### src/rtl/spi_input_conditioner.sv
// Conditions the raw SPI pins into the s_clk domain: 2-flop synchroniser plus
// debounce filter per pin, with registered 1-cycle edge pulses for SCLK and CS.
module spi_input_conditioner #(
  parameter int COUNTER_WIDTH = 3,
  parameter int WAIT_TIME     = 3
) (
  input  logic s_clk,
  input  logic reset,
  input  logic sclk_pin,
  input  logic cs_pin,
  input  logic mosi_pin,
  output logic sclk_q,
  output logic sclk_rise,
  output logic sclk_fall,
  output logic cs_q,
  output logic cs_fall,
  output logic cs_rise,
  output logic mosi_q
);

  localparam logic [COUNTER_WIDTH-1:0] WAIT_C  = COUNTER_WIDTH'(WAIT_TIME);
  localparam logic [COUNTER_WIDTH-1:0] CNT_ONE = COUNTER_WIDTH'(1);
  // Channel index: 0 = SCLK, 1 = CS (idles high), 2 = MOSI.
  localparam logic [2:0] RST_LVL = 3'b010;

  logic [2:0] pin_w;
  logic [2:0] sync0_q;
  logic [2:0] sync1_q;
  logic [2:0] level_q;
  logic [2:0] level_d;
  logic [COUNTER_WIDTH-1:0] cnt_q [3];
  logic [COUNTER_WIDTH-1:0] cnt_d [3];
  logic [1:0] rise_q;
  logic [1:0] rise_d;
  logic [1:0] fall_q;
  logic [1:0] fall_d;

  assign pin_w = {mosi_pin, cs_pin, sclk_pin};

  // Any sample matching the accepted level restarts the count, so a change needs
  // WAIT_TIME+1 consecutive differing samples; the counter clears on acceptance.
  always_comb begin
    level_d = level_q;
    for (int i = 0; i < 3; i++) begin
      cnt_d[i] = '0;
      if (sync1_q[i] != level_q[i]) begin
        if (cnt_q[i] == WAIT_C) begin
          level_d[i] = sync1_q[i];
        end else begin
          cnt_d[i] = cnt_q[i] + CNT_ONE;
        end
      end
    end
    rise_d = level_d[1:0] & ~level_q[1:0];
    fall_d = ~level_d[1:0] & level_q[1:0];
  end

  always_ff @(posedge s_clk or posedge reset) begin
    if (reset) begin
      sync0_q <= RST_LVL;
      sync1_q <= RST_LVL;
      level_q <= RST_LVL;
      rise_q  <= '0;
      fall_q  <= '0;
      for (int i = 0; i < 3; i++) cnt_q[i] <= '0;
    end else begin
      sync0_q <= pin_w;
      sync1_q <= sync0_q;
      level_q <= level_d;
      rise_q  <= rise_d;
      fall_q  <= fall_d;
      for (int i = 0; i < 3; i++) cnt_q[i] <= cnt_d[i];
    end
  end

  assign sclk_q    = level_q[0];
  assign sclk_rise = rise_q[0];
  assign sclk_fall = fall_q[0];
  assign cs_q      = level_q[1];
  assign cs_rise   = rise_q[1];
  assign cs_fall   = fall_q[1];
  assign mosi_q    = level_q[2];

endmodule
### config.mk
export PLATFORM = sky130hd
export DESIGN_NAME = spi_input_conditioner
export DESIGN_NICKNAME = d
export VERILOG_FILES = /design/src/rtl/spi_input_conditioner.sv
export SDC_FILE = /design/constraint.sdc
export NUM_CORES = 1
export LEC_CHECK = 0
export ABC_AREA = 0
export CAP_MARGIN = 25
export CORE_MARGIN = 5
export CORE_UTILIZATION = 40
export DETAILED_ROUTE_END_ITERATION = 10
export PLACE_DENSITY_LB_ADDON = 0.15
export SETUP_SLACK_MARGIN = 0.5
export SLEW_MARGIN = 20
export SYNTH_ARGS = -nofsm -noshare
export SYNTH_HDL_FRONTEND = slang
export SYNTH_SLANG_ARGS = --single-unit
### constraint.sdc
create_clock -name s_clk -period 2.15 [get_ports s_clk]
set_clock_uncertainty 0.1 [all_clocks]
set_input_delay 0.43 -clock s_clk [delete_from_list [all_inputs] [get_ports s_clk]]
set_output_delay 0.43 -clock s_clk [all_outputs]
set_load 0.02 [all_outputs]
==> results.md <==
- Core ar.: 1920 sq um
- Mapped Area: 797 sq um
- Cell row count: 16
- Global route total overflow: 0
- Hold buffers post-CTS: 0
- Initial DRC count: 0
- Post-synthesis cell type count: 14
- CTS H-tree lvls: 1
- Endpoints failing hold: 0
- Syn Area/Cell: 16.3 sq um
- GP Congestion: 0.635
- Port bufs: 11
- Worst-margin pin slew: 0.255 ns
- Final HPWL DP: 745 um
- Final worst slack: 0.581 ns
- CP required: 1.62 ns
- Starting Density: 41.5%
- F_max: 637 MHz
- Nets@finish: 74
- Syn Nets: 57
- Cts bufs inserted: 3
- Crit Path Category: flop to primary output
- Filler cell count: 201
- Max Transition Viols Final: 0
- Power, Total: 1.02 mW
- Setup TNS: 0 ns
- Slowest-stage cell, CP: dfstp_2
- CP Launch Type: flop
- Crit path buf inv count: 1
- Share of cells above drive strength 1: 20.0%
- Hold Crit Start: sync0_q[2]$_DFF_PP0_
- CTS root buf: clkbuf_4
- Worst hold path class: flop to flop
- Worst Hold End: sync1_q[2]$_DFF_PP0_
- Largest net degree at the start of global routing: 23
- Synth warn: 0
- CP cell instances: clkbuf_2
- Vias per cell: 4.37
- Post-route clock period utilization: 73.0%
- Io pins: 12
- R2R Path End: level_q[0]$_DFF_PP0_
- Final setup viols: 0
- Critical path peak fanout: 5
- RSZ-0062 raised after global routing: false
- Critical path arrival: 1.04 ns
- First-pass GRT wire length: 1.72 mm
- Setup slack at placement: 0.463 ns
- VDD IR-drop max: 520 uV
- Die Y: 54.6 um
- Post-CTS setup buffers: 0
- CTS clk-pin slew, worst paths: 0.11 ns
- Maximum Capacitance Violations: 0
- Initial antenna violation count: 0
- Wire per inst: 10.8 um
- Max stage delay on crit path: 0.58 ns
- Final wirelength: 995 um
- Die Area: 2980 sq um
- Area growth, synth to finish: 20.3%
- CTS Buffer Depth: 2
- Post-synthesis sequential area ratio: 69.5%
- Antenna cell count: 0
- Drt pass-1 iters: 1
- FF-to-FF path depth: 3
- Vias in the first global route: 435
- Tot GR Track Use: 8.17%
- Insertion delay to the later sink of the worst-skew pair: 0.29 ns
- Fin util: 49.9%
- FF+latch area: 554 sq um
- Reg-to-reg setup timing slack: 0.84 ns
- Footprint of the multi-input gates: 239 sq um
- Hold Path Stages: 0
- Die width: 54.6 um
- Clock period minus worst slack: 1.57 ns
- Detail Route Antenna Nets: 0
- #FFs+latches synth: 22
- Total clock sinks: 22
- CTS tree: built
- LEAKAGE: 0.449 nW
- Reg-to-Reg Start: cnt_q[6]$_DFF_PP0_
- Worst path top cell family by delay: flip-flops
- Final hold slack: 0.260 ns
- # DRC: 0
- Critical Path End Type: primary output
- Slew margin rel.: 82.9%
- PwrDens: 1060 nW/um^2
- Vias: 402
- Cell count after synthesis: 49
- Status: finished, final reports clean
==> through the flow <==
step | std cells | instance area [sq um]
CTS | 92 | 966
finish | 92 | 958
detailed placement | 88 | 948
global placement | 88 | 948
floorplan | 49 | 797
global route | 92 | 958
==> worst max path at each step <==
stage	start	end	slack (ns)	cells after the start
global route	level_q[1]$_DFF_PP1_	cs_q	0.52	1
global placement	level_q[1]$_DFF_PP1_	cs_q	0.47	1
CTS	level_q[1]$_DFF_PP1_	cs_q	0.39	1
finish	level_q[1]$_DFF_PP1_	cs_q	0.58	1
floorplan	cnt_q[6]$_DFF_PP0_	level_q[0]$_DFF_PP0_	0.90	3
detailed placement	level_q[1]$_DFF_PP1_	cs_q	0.46	1
==> Yosys cell counts (all sizes together) <==
master / number / area, sq um
dfrtp: 19 / 475
ha: 3 / 37.5
nand2b: 2 / 20.0
and2b: 1 / 10.0
dfstp: 3 / 78.8
nor3b: 10 / 75.1
mux2: 3 / 37.5
nor2b: 1 / 13.8
inv: 1 / 3.75
nor3: 2 / 10.0
and3b: 1 / 8.76
xnor2: 3 / 26.3
==> worst reg2reg max path: cells and delay by family (launching register included) <==
kind,cells,cell delay [ns]
adders and majority gates,1,0.23
DFF,1,0.40
muxes,1,0.29
and+or+nand+nor,1,0.18
==> flip-flops by register name, summed over array words and instances, names as in the netlist <==
register  flops
rise_q        2
cnt_q         9
fall_q        2
level_q       3
sync0_q       3
sync1_q       3
==> repair_timing <==
item                                    CTS  global route
endpoints found under the setup margin    7             2
resized for setup                         7             4
cloned                                    0             0
==> placed cells by master, fill, tap and decap left out, drive strengths merged <==
cell type,instances
nor3,2
dlygate4sd2,5
dfrtp,19
nand2b,2
and3b,1
mux2,3
xnor2,3
clkbuf,6
clkdlybuf4s50,4
dfstp,3
inv,1
nor2b,1
and2b,1
nor3b,10
buf,1
ha,3
==> cell type report <==
cell class / count / area share (%)
flip-flops and latches: 22 / 57.8
multi-input cells: 26 / 24.9
repair buffers: 12 / 10.6
well taps: 27 / 3.52
clock buffers: 4 / 2.74
inverters: 1 / 0.392
==> logic make-up after synthesis <==
group,after synthesis,share of synthesized area [%]
DFF,22,69.5
and+or+nand+nor,17,17.3
xor gates and xnor gates,3,3.30
muxes,3,4.71
adders and majority gates,3,4.71
buffers and inverters,1,0.471
==> power breakdown <==
| group | internal (mW) | total [mW] | switching, mW |
|---|---|---|---|
| Combinational | 0.144 | 0.279 | 0.136 |
| Sequential | 0.506 | 0.560 | 0.0539 |
| Clock | 0.0721 | 0.181 | 0.109 |
==> routing by layer <==
layer / up-vias / track usage, % / wire length [um]
met4: 0 / 4.98 / 0
met5: - / 0 / 0
met3: 0 / 3.27 / 72
met1: 191 / 9.06 / 466
li1: 201 / - / -
met2: 10 / 13.0 / 456
Note: power is estimated with default switching activity, not from simulation.
